$ cat src/rtl/lfsr_multi_stage.sv
// 32-bit Fibonacci LFSR. It is seeded once after reset, then shifts once per clock and publishes its state after every STEPS shifts.
// Optional macro LFSR_ZERO_GUARD_EN: a zero seed is replaced by 1 so the LFSR cannot lock up.
module lfsr_multi_stage #(
    parameter int               WIDTH = 32,
    parameter int               STEPS = 32,
    parameter logic [WIDTH-1:0] TAPS  = 32'h80200003
) (
    input  logic             clk,
    input  logic             rst,
    input  logic [WIDTH-1:0] seed,
    output logic [WIDTH-1:0] lfsr_out
);

    localparam int CNT_W = (STEPS > 1) ? $clog2(STEPS) : 1;
    localparam logic [CNT_W-1:0] LAST_STEP = CNT_W'(STEPS - 1);

    typedef enum logic {
        LOAD,
        RUN
    } state_t;

    state_t           r_state;
    logic [CNT_W-1:0] counter;
    logic [WIDTH-1:0] current_state;
    logic             feedback;
    logic [WIDTH-1:0] w_next_state;
    logic [WIDTH-1:0] w_load_value;

    assign feedback     = ^(current_state & TAPS);
    assign w_next_state = {current_state[WIDTH-2:0], feedback};

`ifdef LFSR_ZERO_GUARD_EN
    assign w_load_value = (seed == '0) ? WIDTH'(1) : seed;
`else
    assign w_load_value = seed;
`endif

    always_ff @(posedge clk or negedge rst) begin
        if (!rst) begin
            r_state       <= LOAD;
            counter       <= '0;
            current_state <= '0;
            lfsr_out      <= '0;
        end else begin
            case (r_state)
                LOAD: begin
                    current_state <= w_load_value;
                    counter       <= '0;
                    r_state       <= RUN;
                end
                RUN: begin
                    current_state <= w_next_state;
                    // The published value is the state after this edge's shift, not before it.
                    if (counter == LAST_STEP) begin
                        counter  <= '0;
                        lfsr_out <= w_next_state;
                    end else begin
                        counter <= counter + CNT_W'(1);
                    end
                end
                default: r_state <= LOAD;
            endcase
        end
    end

endmodule

$ cat config.mk
export PLATFORM = sky130hd
export DESIGN_NAME = lfsr_multi_stage
export DESIGN_NICKNAME = d
export VERILOG_FILES = /design/src/rtl/lfsr_multi_stage.sv
export SDC_FILE = /design/constraint.sdc
export NUM_CORES = 1
export LEC_CHECK = 0
export BUFFER_PORTS_ARGS = -buffer_cell sky130_fd_sc_hd__buf_2
export CAP_MARGIN = 0
export CORE_MARGIN = 2
export CORE_UTILIZATION = 40
export CTS_BUF_LIST = sky130_fd_sc_hd__clkbuf_2 sky130_fd_sc_hd__clkbuf_4 sky130_fd_sc_hd__clkbuf_8
export DETAILED_ROUTE_END_ITERATION = 10
export PLACE_DENSITY = 0.75
export SYNTH_ARGS = -nofsm -noshare
export SYNTH_HDL_FRONTEND = slang
export SYNTH_SLANG_ARGS = --single-unit
$ cat constraint.sdc
create_clock -name clk -period 1.6 [get_ports clk]
set_input_delay 0.24 -clock clk [delete_from_list [all_inputs] [get_ports clk]]
set_output_delay 0.24 -clock clk [all_outputs]
set_load 0.02 [all_outputs]
==> results of run 1 <==
[logic make-up (layout without fill, tap and decap cells)]
family          Yosys count  in the layout  share of synthesized area [%]
compound gates            2              2                          0.362
other cells               1              1                          0.136
fa+ha+maj                 2              2                          0.906
xor+xnor                  5              5                           1.59
mux                      62             62                           29.1
simple gates             11             11                           2.17
flops                    70             70                           63.4
buf+inv                   7             98                           2.35
[through the flow]
| stage | cells | setup WS, ns | hold slack [ns] |
|---|---|---|---|
| floorplan | 160 | 0.00227 | -0.0556 |
| global placement | 308 | -0.0219 | 0.219 |
| detailed placement | 308 | -0.0476 | 0.228 |
| CTS | 327 | -0.00956 | 0.110 |
| global route | 331 | -0.0616 | 0.113 |
| finish | 331 | -0.0260 | 0.120 |
[sequential cells by signal, indices dropped and copies added (netlist names)]
name and cells:
counter 5, current_state 32, lfsr_out 32, r_state 1
[worst max path at each step]
stage	depth (start not counted)	end
6_report	6	lfsr_out[30]
5_1_grt	6	lfsr_out[30]
4_1_cts	6	lfsr_out[28]
3_5_place_dp	6	lfsr_out[18]
3_3_place_gp	6	lfsr_out[18]
2_1_floorplan	6	lfsr_out[10]
[routing by layer]
layer,up-vias,share of wire (%)
li1,730,-
met4,0,1.3
met1,807,45
met2,42,49
met3,7,5.1
met5,-,0
[repair_timing]
item / CTS / global route
endpoints found under the hold margin: 33 / 0
pin swaps: 0 / 1
endpoints found under the setup margin: 29 / 32
gates cloned: 0 / 2
gates resized for setup: 7 / 3
hold buffers: 1 / 0
setup buffers: 2 / 2
[layout make-up]
type                            count  share of cell area, %
Tap cell                           80                   2.77
Sequential cell                    70                   48.5
Multi-Input combinational cell     83                   27.6
Clock inverter                      7                   2.84
Clock buffer                        9                   3.43
Timing Repair Buffer               82                   14.9
[cells in the final DEF, fill, tap and decap left out, types with 3 or more instances in the layout]
master,n
dfrtp_1,69
mux2_2,31
inv_6,3
buf_2,64
clkbuf_8,9
nor2_1,4
mux2_4,31
xnor2_1,4
buf_4,11
buf_12,3
[power by group through the flow]
| stage | Sequential, W | Combinational [W] | Clock (W) |
|---|---|---|---|
| after floorplan | 0.00194 | 0.000160 | 0 |
| after global placement | 0.00196 | 0.000259 | 0 |
| after detailed placement | 0.00197 | 0.000266 | 0 |
| after CTS | 0.00193 | 0.000274 | 0.00166 |
| after global routing | 0.00195 | 0.000310 | 0.00176 |
| final | 0.00194 | 0.000274 | 0.00161 |
==> reports/metrics.json, run 1 <==
{
  "status": {
    "outcome": "finished with violations",
    "violations": "negative setup slack"
  },
  "synthesis": {
    "synth.top_cells.by_count": "dfrtp_1, mux2_2, mux2_4",
    "synth_seq_cells": 70,
    "most_used_flip_flop_cell_after_synthesis": "dfrtp_1",
    "syn_area_um2": 2760,
    "yosys.area.top_type": "dfrtp_1",
    "synthCells": 160,
    "synth-seq-area-share_pct": 63.4,
    "async_reset_ff_share_pct": 100,
    "number_of_synthesized_flops_with_an_enable_pin": 0,
    "yosys.area.top_type_share_pct": 63.4,
    "synthesis.area_per_instance_um2": 17.3,
    "synth_fp_nets": 196,
    "synthTopCellsByArea": "dfrtp_1, mux2_4, mux2_2",
    "synth-warning-count": 0,
    "netlist-cell-type-count": 19,
    "synth_most_common_cell": "dfrtp_1"
  },
  "sta": {
    "period_needed_ns": 1.63,
    "final-hold-violation-count": 0,
    "totalNegativeSetupSlack_ns": -0.278,
    "setup_violations": 24,
    "grt_setup_unrepaired": "true",
    "final.period_utilization_pct": 102,
    "finClkSkew_ns": 0.0157,
    "postLayoutSetupSlackWorst_ns": -0.0260,
    "fmaxAchievable_mhz": 615,
    "report.final.slew_viol_count": 0
  },
  "final_layout": {
    "layout-drive-gt1-share_pct": 65.3,
    "fill_cells": 581,
    "area_delta_synth_final_pct": 30.8,
    "layout.nets": 282,
    "register_area_um2": 1750,
    "final_design_area_no_fill_um2": 3610,
    "finish.utilization_pct": 53.5,
    "multi_input_area_um2": 996,
    "number_of_antenna_repair_diodes": 0
  },
  "cts": {
    "clock_root_buffer": "clkbuf_8",
    "clk_transition_reported_paths_ns": 0.09,
    "cts-htree-levels": 3,
    "clock_tree_from_tritoncts": "yes",
    "clock_latency_ns": 0.35,
    "clock_sinks": 70,
    "clock_path_buffers": 2,
    "cts-buffers-inserted": 9
  },
  "setup_path": {
    "critical_path_required_ns": 1.83,
    "cp_data_arrival_time_ns": 1.85,
    "regToRegSetupSlack_ns": -0.03,
    "critPathMaxStageDelay_ns": 0.42,
    "path_max_fanout": 6,
    "critical_path.slowest_cell": "dfrtp_1",
    "rr_endpoint": "lfsr_out[30]",
    "crit_start": "counter[1]",
    "startpoint_of_the_most_critical_register_to_register_path": "counter[1]",
    "cpMostUsedCell": "ha_4",
    "worst_path_top_cell_family_by_delay": "flip-flops",
    "worstPathCellList": "ha_4, and3_4, ha_4, nand2_8, clkbuf_16, mux2_4",
    "timing.setup.critical_path_class": "reg -> reg",
    "worst_path_bufs_invs": 1,
    "timing.reg2reg.worst_path_depth": 6,
    "setup.worst_path.start_class": "flop",
    "type_of_destination_of_the_critical_path": "flop"
  },
  "global_route": {
    "total_routing_usage_reported_by_global_routing_pct": 14.8,
    "grt_use_met3_pct": 5.12,
    "global_route.usage.met1_pct": 19.3,
    "grt_antenna_before_repair": 0,
    "globalRoute.busiestLayer": "met2",
    "number_of_global_route_vias_before_repair": 1702,
    "use_met2_pct": 22.9,
    "grt_max_degree": 36,
    "grt_first_pass_wirelength_um": 8340,
    "globalRoute.totalOverflow": 0
  },
  "power_and_ir_drop": {
    "sequential_share_of_power_pct": 50.6,
    "power_density_nw_per_um2": 1060,
    "max-vdd-ir-drop_v": 0.000587,
    "power.clock.fraction_pct": 42.2,
    "power_leakage_nw": 1.92,
    "switching_share_of_power_pct": 23.5,
    "power.total_w": 0.00382,
    "part_of_the_total_power_dissipated_in_combinational_logic_pct": 7.2,
    "internal-power_w": 0.00293,
    "switchingPower_w": 0.000899
  },
  "placement": {
    "placement_stage_cell_area_um2": 3240,
    "place.detailed.hpwl_um": 3400,
    "buffer_ports.inserted": 65,
    "place_congestion": 0.671
  },
  "floorplanning": {
    "die_width_um": 87.1,
    "floorplan.io_pins": 66,
    "placeableCoreArea_um2": 6760,
    "placementRows": 30,
    "floorplan_die_area_um2": 7590,
    "start_util_pct": 40.9,
    "chipHeight_um": 87.1
  },
  "routing": {
    "drt_wl_total_um": 5130,
    "via_count": 1586,
    "vias_per_cell": 4.79,
    "first_pass_iters": 4,
    "route.antenna.remaining_nets": 0,
    "remaining_drc_errors": 0,
    "dr.first_iter.drc_count": 39,
    "detail_route.wl_per_cell_um": 15.5
  },
  "worst_hold_path": {
    "timing.hold.worst.start": "seed[19]",
    "timing.hold.worst.class": "in -> reg",
    "timing.hold.worst_path_depth": 2,
    "hold_end": "current_state[19]"
  },
  "job": {
    "max_cap_violations": 0
  }
}
Note: power is estimated with default switching activity, not from simulation.
==> run 2, diff against run 1 <==
--- a/config.mk
+++ b/config.mk
@@ -7,11 +7,12 @@
 export LEC_CHECK = 0
 export BUFFER_PORTS_ARGS = -buffer_cell sky130_fd_sc_hd__buf_2
 export CAP_MARGIN = 0
+export CORE_ASPECT_RATIO = 0.75
 export CORE_MARGIN = 2
 export CORE_UTILIZATION = 40
 export CTS_BUF_LIST = sky130_fd_sc_hd__clkbuf_2 sky130_fd_sc_hd__clkbuf_4 sky130_fd_sc_hd__clkbuf_8
 export DETAILED_ROUTE_END_ITERATION = 10
-export PLACE_DENSITY = 0.75
+export PLACE_DENSITY_LB_ADDON = 0.25
 export SYNTH_ARGS = -nofsm -noshare
 export SYNTH_HDL_FRONTEND = slang
 export SYNTH_SLANG_ARGS = --single-unit
==> constraint.sdc (replaced) <==
create_clock -name clk -period 1.66 [get_ports clk]
set_input_delay 0.249 -clock clk [delete_from_list [all_inputs] [get_ports clk]]
set_output_delay 0.249 -clock clk [all_outputs]
set_load 0.02 [all_outputs]
==> run 2 against run 1 <==
  * The run now ends clean
  * Non-clock buffer count decreased by 4
  * Global-route usage is 0.46 points lower
  * Clock power shrank 14%
  * Design area down 1.5%
  * Worst setup slack better by 0.060 ns
  * Routed wire length decreased by 1.9%
  * Critical path depth unchanged
  * Worst hold slack better by 0.023 ns
  * Via count is 3.7% lower
  * Power decreased by 8.1%
  * Combinational power decreased by 8.4%
  * Critical path type unchanged
  * Critical endpoint is now lfsr_out[9]
  * Largest cell class unchanged
  * Largest power group unchanged
==> reports/metrics.json, run 2 (same netlist as run 1, synthesis figures left out) <==
{
  "cts": {
    "clk_transition_reported_paths": {"value": 0.07, "unit": "ns", "change": "-0.02 ns"},
    "cts-buffers-inserted": {"value": 9, "change": "unchanged"},
    "cts-htree-levels": {"value": 3, "change": "unchanged"},
    "clock_path_buffers": {"value": 2, "change": "unchanged"},
    "clock_root_buffer": "clkbuf_8",
    "clock_latency": {"value": 0.33, "unit": "ns", "change": "-0.02 ns"},
    "clock_tree_from_tritoncts": "yes",
    "clock_sinks": {"value": 70, "change": "unchanged"}
  },
  "final_layout": {
    "fill_cells": {"value": 565, "change": "-2.8%"},
    "layout_common_cells": "dfrtp_1, buf_2, mux2_2, mux2_4, clkbuf_8",
    "layout-drive-gt1-share": {"value": 64.8, "unit": "%", "change": "-0.56 points"},
    "area_delta_synth_final_pct": 28.8,
    "layout_commonest_cell": "dfrtp_1",
    "number_of_antenna_repair_diodes": {"value": 0, "change": "unchanged"},
    "layout_top_registers": "current_state: 32 flops, lfsr_out: 32 flops, counter: 5 flops",
    "final_design_area_no_fill": {"value": 3560, "unit": "um^2", "change": "-1.5%"},
    "layout.nets": {"value": 278, "change": "-1.4%"}
  },
  "floorplanning": {
    "floorplan.io_pins": {"value": 66, "change": "unchanged"},
    "die_width": {"value": 100, "unit": "um", "change": "+15%"},
    "placeableCoreArea": {"value": 6730, "unit": "um^2", "change": "-0.33%"},
    "floorplan_die_area": {"value": 7590, "unit": "um^2", "change": "about the same"},
    "chipHeight": {"value": 76.0, "unit": "um", "change": "-13%"},
    "start_util": {"value": 41.0, "unit": "%", "change": "+0.14 points"},
    "placementRows": {"value": 26, "change": "-13%"}
  },
  "job": {
    "max_cap_violations": {"value": 0, "change": "unchanged"}
  },
  "setup_path": {
    "timing.reg2reg.worst_path_depth": {"value": 6, "change": "unchanged"},
    "timing.setup.critical_path_class": "reg -> reg",
    "cp_data_arrival_time": {"value": 1.84, "unit": "ns", "change": "about the same"},
    "worstPathCellList": "ha_2, and3_4, ha_4, nand2_8, buf_12, mux2_4",
    "critical_path.slowest_cell": "dfrtp_1",
    "crit_start": "counter[1]",
    "regToRegSetupSlack": {"value": 0.03, "unit": "ns", "change": "+0.06 ns"},
    "startpoint_of_the_most_critical_register_to_register_path": "counter[1]",
    "setup.worst_path.start_class": "flop",
    "rr_endpoint": "lfsr_out[9]",
    "type_of_destination_of_the_critical_path": "flop",
    "critical_path_required": {"value": 1.88, "unit": "ns", "change": "+0.05 ns"},
    "path_max_fanout": {"value": 10, "change": "+4"},
    "critPathMaxStageDelay": {"value": 0.39, "unit": "ns", "change": "-0.03 ns"}
  },
  "sta": {
    "fmaxAchievable": {"value": 615, "unit": "MHz", "change": "about the same"},
    "totalNegativeSetupSlack": {"value": 0, "unit": "ns", "change": "+0.278 ns"},
    "report.final.slew_viol_count": {"value": 0, "change": "unchanged"},
    "period_needed": {"value": 1.63, "unit": "ns", "change": "+0.000215 ns"},
    "grt_setup_unrepaired": "true",
    "final-hold-violation-count": {"value": 0, "change": "unchanged"},
    "finClkSkew": {"value": 0.00562, "unit": "ns", "change": "-0.0101 ns"},
    "setup_violations": {"value": 0, "change": "-100%"},
    "postLayoutSetupSlackWorst": {"value": 0.0338, "unit": "ns", "change": "+0.0598 ns"},
    "final.period_utilization": {"value": 98.0, "unit": "%", "change": "-3.7 points"}
  },
  "power_and_ir_drop": {
    "switchingPower": {"value": 0.000790, "unit": "W", "change": "-12%"},
    "part_of_the_total_power_dissipated_in_combinational_logic": {"value": 7.2, "unit": "%", "change": "about the same"},
    "power.clock.fraction": {"value": 39.7, "unit": "%", "change": "-2.5 points"},
    "sequential_share_of_power": {"value": 53.2, "unit": "%", "change": "+2.6 points"},
    "max-vdd-ir-drop": {"value": 0.000613, "unit": "V", "change": "+4.5%"},
    "switching_share_of_power": {"value": 22.5, "unit": "%", "change": "-1.0 points"},
    "power_leakage": {"value": 1.88, "unit": "nW", "change": "-1.9%"},
    "internal-power": {"value": 0.00272, "unit": "W", "change": "-6.9%"},
    "power_density": {"value": 987, "unit": "nW/um^2", "change": "-6.7%"}
  },
  "global_route": {
    "number_of_global_route_vias_before_repair": {"value": 1642, "change": "-3.5%"},
    "grt_max_degree": {"value": 39, "change": "+8.3%"},
    "total_routing_usage_reported_by_global_routing": {"value": 14.3, "unit": "%", "change": "-0.46 points"},
    "globalRoute.totalOverflow": {"value": 0, "change": "unchanged"},
    "grt_first_pass_wirelength": {"value": 8400, "unit": "um", "change": "+0.66%"},
    "grt_antenna_before_repair": {"value": 0, "change": "unchanged"}
  },
  "routing": {
    "dr.first_iter.drc_count": {"value": 44, "change": "+13%"},
    "first_pass_iters": {"value": 4, "change": "unchanged"},
    "remaining_drc_errors": {"value": 0, "change": "unchanged"},
    "drt_wl_total": {"value": 5030, "unit": "um", "change": "-1.9%"},
    "vias_per_cell": {"value": 4.61, "change": "-3.7%"},
    "route.antenna.remaining_nets": {"value": 0, "change": "unchanged"},
    "via_count": {"value": 1527, "change": "-3.7%"},
    "detail_route.wl_per_cell": {"value": 15.2, "unit": "um", "change": "-1.9%"}
  },
  "placement": {
    "place.detailed.hpwl": {"value": 3270, "unit": "um", "change": "-3.8%"},
    "place_congestion": {"value": 0.667, "change": "-0.58%"},
    "placement_stage_cell_area": {"value": 3220, "unit": "um^2", "change": "-0.69%"},
    "buffer_ports.inserted": {"value": 65, "change": "unchanged"},
    "post-place-ws": {"value": -0.0516, "unit": "ns", "change": "-0.00399 ns"}
  },
  "worst_hold_path": {
    "timing.hold.worst.class": "in -> reg",
    "hold_end": "current_state[18]",
    "timing.hold.worst.start": "seed[18]",
    "timing.hold.worst_path_depth": {"value": 2, "change": "unchanged"}
  },
  "status": {
    "outcome": "completed"
  }
}
## run 2: critical path, delay by kind of cell (launching register included)
family	cells	cell delay, ns
and+or+nand+nor	2	0.30
muxes	1	0.30
adders and majority gates	2	0.36
buffers and inverters	1	0.16
DFF	1	0.39
## run 2: how the worst max path moves through the flow
stage                               to  slack [ns]  cells after the start
after global placement    lfsr_out[16]       -0.02                      6
final                      lfsr_out[9]        0.03                      6
after floorplan           lfsr_out[10]      -0.009                      6
after detailed placement  lfsr_out[13]       -0.05                      6
after global routing       lfsr_out[9]       -0.02                      6
after CTS                 lfsr_out[11]      -0.005                      7
## run 2: repair_timing
item	in CTS	in global routing
pin swaps	0	1
gates cloned	2	1
hold buffers	1	0
setup endpoints to repair	31	18
hold endpoints to repair	37	0
setup buffers	1	2
gates resized for setup	8	3
## run 2: area by class of cell
cell class	instances	area, um^2	share of cell area [%]
repair buffers	78	507	14.2
flip-flops and latches	70	1750	49.2
clock buffers	11	151	4.25
well taps	84	105	2.95
multi-input cells	83	986	27.7
clock inverters	5	57.6	1.62
## run 2: power groups by stage
stage / clock [W] / combinational [W] / sequential (W)
after global routing: 0.00152 / 0.000283 / 0.00188
after CTS: 0.00144 / 0.000254 / 0.00187
final: 0.00139 / 0.000251 / 0.00187
after global placement: 0 / 0.000246 / 0.00189
after detailed placement: 0 / 0.000250 / 0.00190
after floorplan: 0 / 0.000154 / 0.00187
## run 2: per-layer routing
| metal | GRT usage [%] | routed length, um | up-vias |
|---|---|---|---|
| li1 | - | - | 716 |
| met2 | 21.1 | 2250 | 43 |
| met3 | 5.32 | 288 | 6 |
| met5 | 0 | 0 | - |
| met4 | 4.11 | 47 | 0 |
| met1 | 19.9 | 2440 | 762 |
## run 2: through the flow
stage	instances	power, W	hold slack [ns]	utilization, %
final	331	0.00351	0.143	52.9
after floorplan	160	0.00203	-0.0466	-
after global routing	331	0.00368	0.126	52.9
after detailed placement	309	0.00215	0.252	47.8
after CTS	329	0.00356	0.129	52.5
after global placement	309	0.00214	0.248	47.8
==> run 3, diff against run 2 <==
--- a/config.mk
+++ b/config.mk
@@ -7,12 +7,16 @@
 export LEC_CHECK = 0
 export BUFFER_PORTS_ARGS = -buffer_cell sky130_fd_sc_hd__buf_2
 export CAP_MARGIN = 0
+export CELL_PAD_IN_SITES_DETAIL_PLACEMENT = 0
+export CELL_PAD_IN_SITES_GLOBAL_PLACEMENT = 1
 export CORE_ASPECT_RATIO = 0.75
 export CORE_MARGIN = 2
 export CORE_UTILIZATION = 40
 export CTS_BUF_LIST = sky130_fd_sc_hd__clkbuf_2 sky130_fd_sc_hd__clkbuf_4 sky130_fd_sc_hd__clkbuf_8
 export DETAILED_ROUTE_END_ITERATION = 10
 export PLACE_DENSITY_LB_ADDON = 0.25
+export SETUP_SLACK_MARGIN = 0.4
 export SYNTH_ARGS = -nofsm -noshare
 export SYNTH_HDL_FRONTEND = slang
 export SYNTH_SLANG_ARGS = --single-unit
+export TNS_END_PERCENT = 20
==> run 3 against run 2 <==
  * Worst hold slack got worse by 0.0024 ns
  * Sequential share of layout area fell by 0.88 points
  * Sequential power barely moved
  * Critical path type unchanged
  * First-iteration DRC count fell by 27%
  * Routed wire length fell by 4.8%
  * Power rose by 12%
  * Combinational power rose by 3%
  * Die area did not move
  * Maximum frequency rose by 1.7%
  * Largest cell class unchanged
==> reports/metrics.json, run 3 (same netlist as run 1, synthesis figures left out) <==
{
  "status": {
    "outcome": "completed"
  },
  "routing": {
    "via_count": {"value": 1525, "change": "-0.13%"},
    "route.antenna.remaining_nets": {"value": 0, "change": "unchanged"},
    "first_pass_iters": {"value": 4, "change": "unchanged"},
    "drt_wl_total": {"value": 4790, "unit": "um", "change": "-4.8%"},
    "route.layer.met1.wl": {"value": 2300, "unit": "um", "change": "-5.7%"},
    "met3_wirelength": {"value": 344, "unit": "um", "change": "+19%"},
    "remaining_drc_errors": {"value": 0, "change": "unchanged"},
    "detail_route.wl_per_cell": {"value": 14.4, "unit": "um", "change": "-5.1%"},
    "dr.first_iter.drc_count": {"value": 32, "change": "-27%"},
    "top_layer": "met4",
    "detailroute.wirelength.met2": {"value": 2110, "unit": "um", "change": "-6.2%"},
    "vias_per_cell": {"value": 4.59, "change": "-0.43%"}
  },
  "sta": {
    "finClkSkew": {"value": 0.00760, "unit": "ns", "change": "+0.00198 ns"},
    "final-hold-violation-count": {"value": 0, "change": "unchanged"},
    "final.hold.worst_slack": {"value": 0.140, "unit": "ns", "change": "-0.00243 ns"},
    "fmaxAchievable": {"value": 625, "unit": "MHz", "change": "+1.7%"},
    "tightest_slew_ns": 0.516,
    "timing.max_slew.rel_slack_pct": 65.6,
    "grt_setup_unrepaired": "true",
    "final.period_utilization": {"value": 96.3, "unit": "%", "change": "-1.6 points"},
    "period_needed": {"value": 1.60, "unit": "ns", "change": "-0.0269 ns"},
    "report.final.slew_viol_count": {"value": 0, "change": "unchanged"},
    "totalNegativeSetupSlack": {"value": 0, "unit": "ns", "change": "unchanged"},
    "postLayoutSetupSlackWorst": {"value": 0.0607, "unit": "ns", "change": "+0.0269 ns"},
    "setup_violations": {"value": 0, "change": "unchanged"}
  },
  "setup_path": {
    "regToRegSetupSlack": {"value": 0.06, "unit": "ns", "change": "+0.03 ns"},
    "path_max_fanout": {"value": 10, "change": "unchanged"},
    "crit_start": "counter[0]",
    "rr_endpoint": "lfsr_out[13]",
    "critical_path.slowest_cell": "dfrtp_1",
    "critPathMaxStageDelay": {"value": 0.39, "unit": "ns", "change": "about the same"},
    "timing.reg2reg.worst_path_depth": {"value": 6, "change": "unchanged"},
    "critical_path_required": {"value": 1.89, "unit": "ns", "change": "about the same"},
    "timing.setup.critical_path_class": "reg -> reg",
    "setup.worst_path.start_class": "flop",
    "startpoint_of_the_most_critical_register_to_register_path": "counter[0]",
    "type_of_destination_of_the_critical_path": "flop",
    "worstPathCellList": "ha_2, and3_4, ha_4, nand2_8, buf_12, mux2_4",
    "cp_data_arrival_time": {"value": 1.83, "unit": "ns", "change": "about the same"}
  },
  "placement": {
    "place.detailed.hpwl": {"value": 3380, "unit": "um", "change": "+3.1%"},
    "buffer_ports.inserted": {"value": 65, "change": "unchanged"},
    "post-place-ws": {"value": 0.0107, "unit": "ns", "change": "+0.0623 ns"},
    "place_congestion": {"value": 0.691, "change": "+3.6%"}
  },
  "power_and_ir_drop": {
    "power.clock.fraction": {"value": 45.9, "unit": "%", "change": "+6.2 points"},
    "switching_share_of_power": {"value": 20.6, "unit": "%", "change": "-1.9 points"},
    "power_density": {"value": 1080, "unit": "nW/um^2", "change": "+9.5%"},
    "part_of_the_total_power_dissipated_in_combinational_logic": {"value": 6.6, "unit": "%", "change": "-0.6 points"},
    "max-vdd-ir-drop": {"value": 0.000620, "unit": "V", "change": "+1.1%"},
    "power_leakage": {"value": 1.92, "unit": "nW", "change": "+2.0%"},
    "internal-power": {"value": 0.00311, "unit": "W", "change": "+14%"},
    "sequential_share_of_power": {"value": 47.5, "unit": "%", "change": "-5.7 points"},
    "power.total": {"value": 0.00392, "unit": "W", "change": "+12%"},
    "switchingPower": {"value": 0.000808, "unit": "W", "change": "+2.2%"}
  },
  "floorplanning": {
    "die_width": {"value": 100, "unit": "um", "change": "unchanged"},
    "floorplan.io_pins": {"value": 66, "change": "unchanged"},
    "start_util": {"value": 41.0, "unit": "%", "change": "unchanged"},
    "placementRows": {"value": 26, "change": "unchanged"},
    "placeableCoreArea": {"value": 6730, "unit": "um^2", "change": "unchanged"},
    "chipHeight": {"value": 76.0, "unit": "um", "change": "unchanged"},
    "floorplan_die_area": {"value": 7590, "unit": "um^2", "change": "unchanged"}
  },
  "worst_hold_path": {
    "timing.hold.worst.class": "in -> reg",
    "hold_end": "current_state[28]",
    "timing.hold.worst_path_depth": {"value": 2, "change": "unchanged"},
    "timing.hold.worst.start": "seed[28]"
  },
  "final_layout": {
    "number_of_antenna_repair_diodes": {"value": 0, "change": "unchanged"},
    "area_delta_synth_final_pct": 31.2,
    "layout-drive-gt1-share": {"value": 64.9, "unit": "%", "change": "+0.14 points"},
    "layout_commonest_cell": "dfrtp_1",
    "layout_top_registers": "current_state: 32 flops, lfsr_out: 32 flops, counter: 5 flops",
    "layout.nets": {"value": 279, "change": "+0.36%"},
    "layout_common_cells": "dfrtp_1, buf_2, mux2_2, mux2_4, clkbuf_8",
    "fill_cells": {"value": 566, "change": "+0.18%"}
  },
  "job": {
    "max_cap_violations": {"value": 0, "change": "unchanged"}
  },
  "cts": {
    "clock_sinks": {"value": 70, "change": "unchanged"},
    "cts-buffers-inserted": {"value": 9, "change": "unchanged"},
    "clock_latency": {"value": 0.34, "unit": "ns", "change": "about the same"},
    "clk_transition_reported_paths": {"value": 0.08, "unit": "ns", "change": "about the same"},
    "clock_tree_from_tritoncts": "yes",
    "cts-htree-levels": {"value": 3, "change": "unchanged"},
    "clock_root_buffer": "clkbuf_8",
    "clock_path_buffers": {"value": 2, "change": "unchanged"}
  },
  "global_route": {
    "number_of_global_route_vias_before_repair": {"value": 1626, "change": "-0.97%"},
    "total_routing_usage_reported_by_global_routing": {"value": 14.0, "unit": "%", "change": "-0.26 points"},
    "grt_first_pass_wirelength": {"value": 8070, "unit": "um", "change": "-3.9%"},
    "grt_max_degree": {"value": 28, "change": "-28%"},
    "globalRoute.totalOverflow": {"value": 0, "change": "unchanged"},
    "grt_antenna_before_repair": {"value": 0, "change": "unchanged"}
  }
}
==> run 3: cell types whose count changed in the layout (fill, tap and decap cells not counted), sizes merged <==
cell and change:
buf +2, bufinv +3, clkbuf -3, clkinv +2, clkinvlp -3
==> run 3: worst max path at each step <==
stage | depth (start not counted) | endpoint
finish | 6 | lfsr_out[13]
global route | 6 | lfsr_out[9]
CTS | 6 | lfsr_out[9]
detailed placement | 6 | lfsr_out[1]
global placement | 6 | lfsr_out[2]
floorplan | 6 | lfsr_out[10]
==> run 3: metrics by stage <==
stage / util (%) / cell area, um^2 / std cells
after floorplan: - / 2790 / 160
after global placement: 48.4 / 3260 / 310
after detailed placement: 48.4 / 3260 / 310
after CTS: 53.8 / 3620 / 332
after global routing: 53.8 / 3620 / 332
final: 53.8 / 3620 / 332
==> run 3: routing by layer <==
layer  GRT usage (%)  vias up
li1                -      724
met1            19.4      751
met2            19.5       46
met3            7.16        4
met4            4.11        0
met5               0        -
==> run 3: power groups by stage <==
stage | combinational, W | sequential, W | clock (W)
finish | 0.000258 | 0.00186 | 0.00180
global route | 0.000289 | 0.00187 | 0.00194
CTS | 0.000267 | 0.00186 | 0.00185
detailed placement | 0.000253 | 0.00189 | 0
global placement | 0.000252 | 0.00189 | 0
floorplan | 0.000155 | 0.00187 | 0
==> run 3: repair_timing <==
action,4_1_cts,5_1_grt
resized for setup,7,0
gates cloned,1,0
setup buffers,4,0
endpoints found under the hold margin,18,0
endpoints found under the setup margin,35,66
hold buffers,1,0
pin swaps,1,0
==> run 3: cell type report <==
| cell class | instances | area, um^2 | area share (%) |
|---|---|---|---|
| clock inverter | 7 | 146 | 4.04 |
| tap | 84 | 105 | 2.90 |
| sequential | 70 | 1750 | 48.4 |
| clock buffer | 9 | 124 | 3.42 |
| multi-input combinational | 83 | 986 | 27.2 |
| timing repair buffer | 79 | 510 | 14.1 |
==> run 3: worst max-delay path: cells and delay by family (launching register included) <==
family / cells / cell delay (ns)
adder cells (fa/ha/maj): 2 / 0.36
buffers and inverters: 1 / 0.15
flip-flops: 1 / 0.39
multiplexers: 1 / 0.30
AND/OR/NAND/NOR: 2 / 0.28
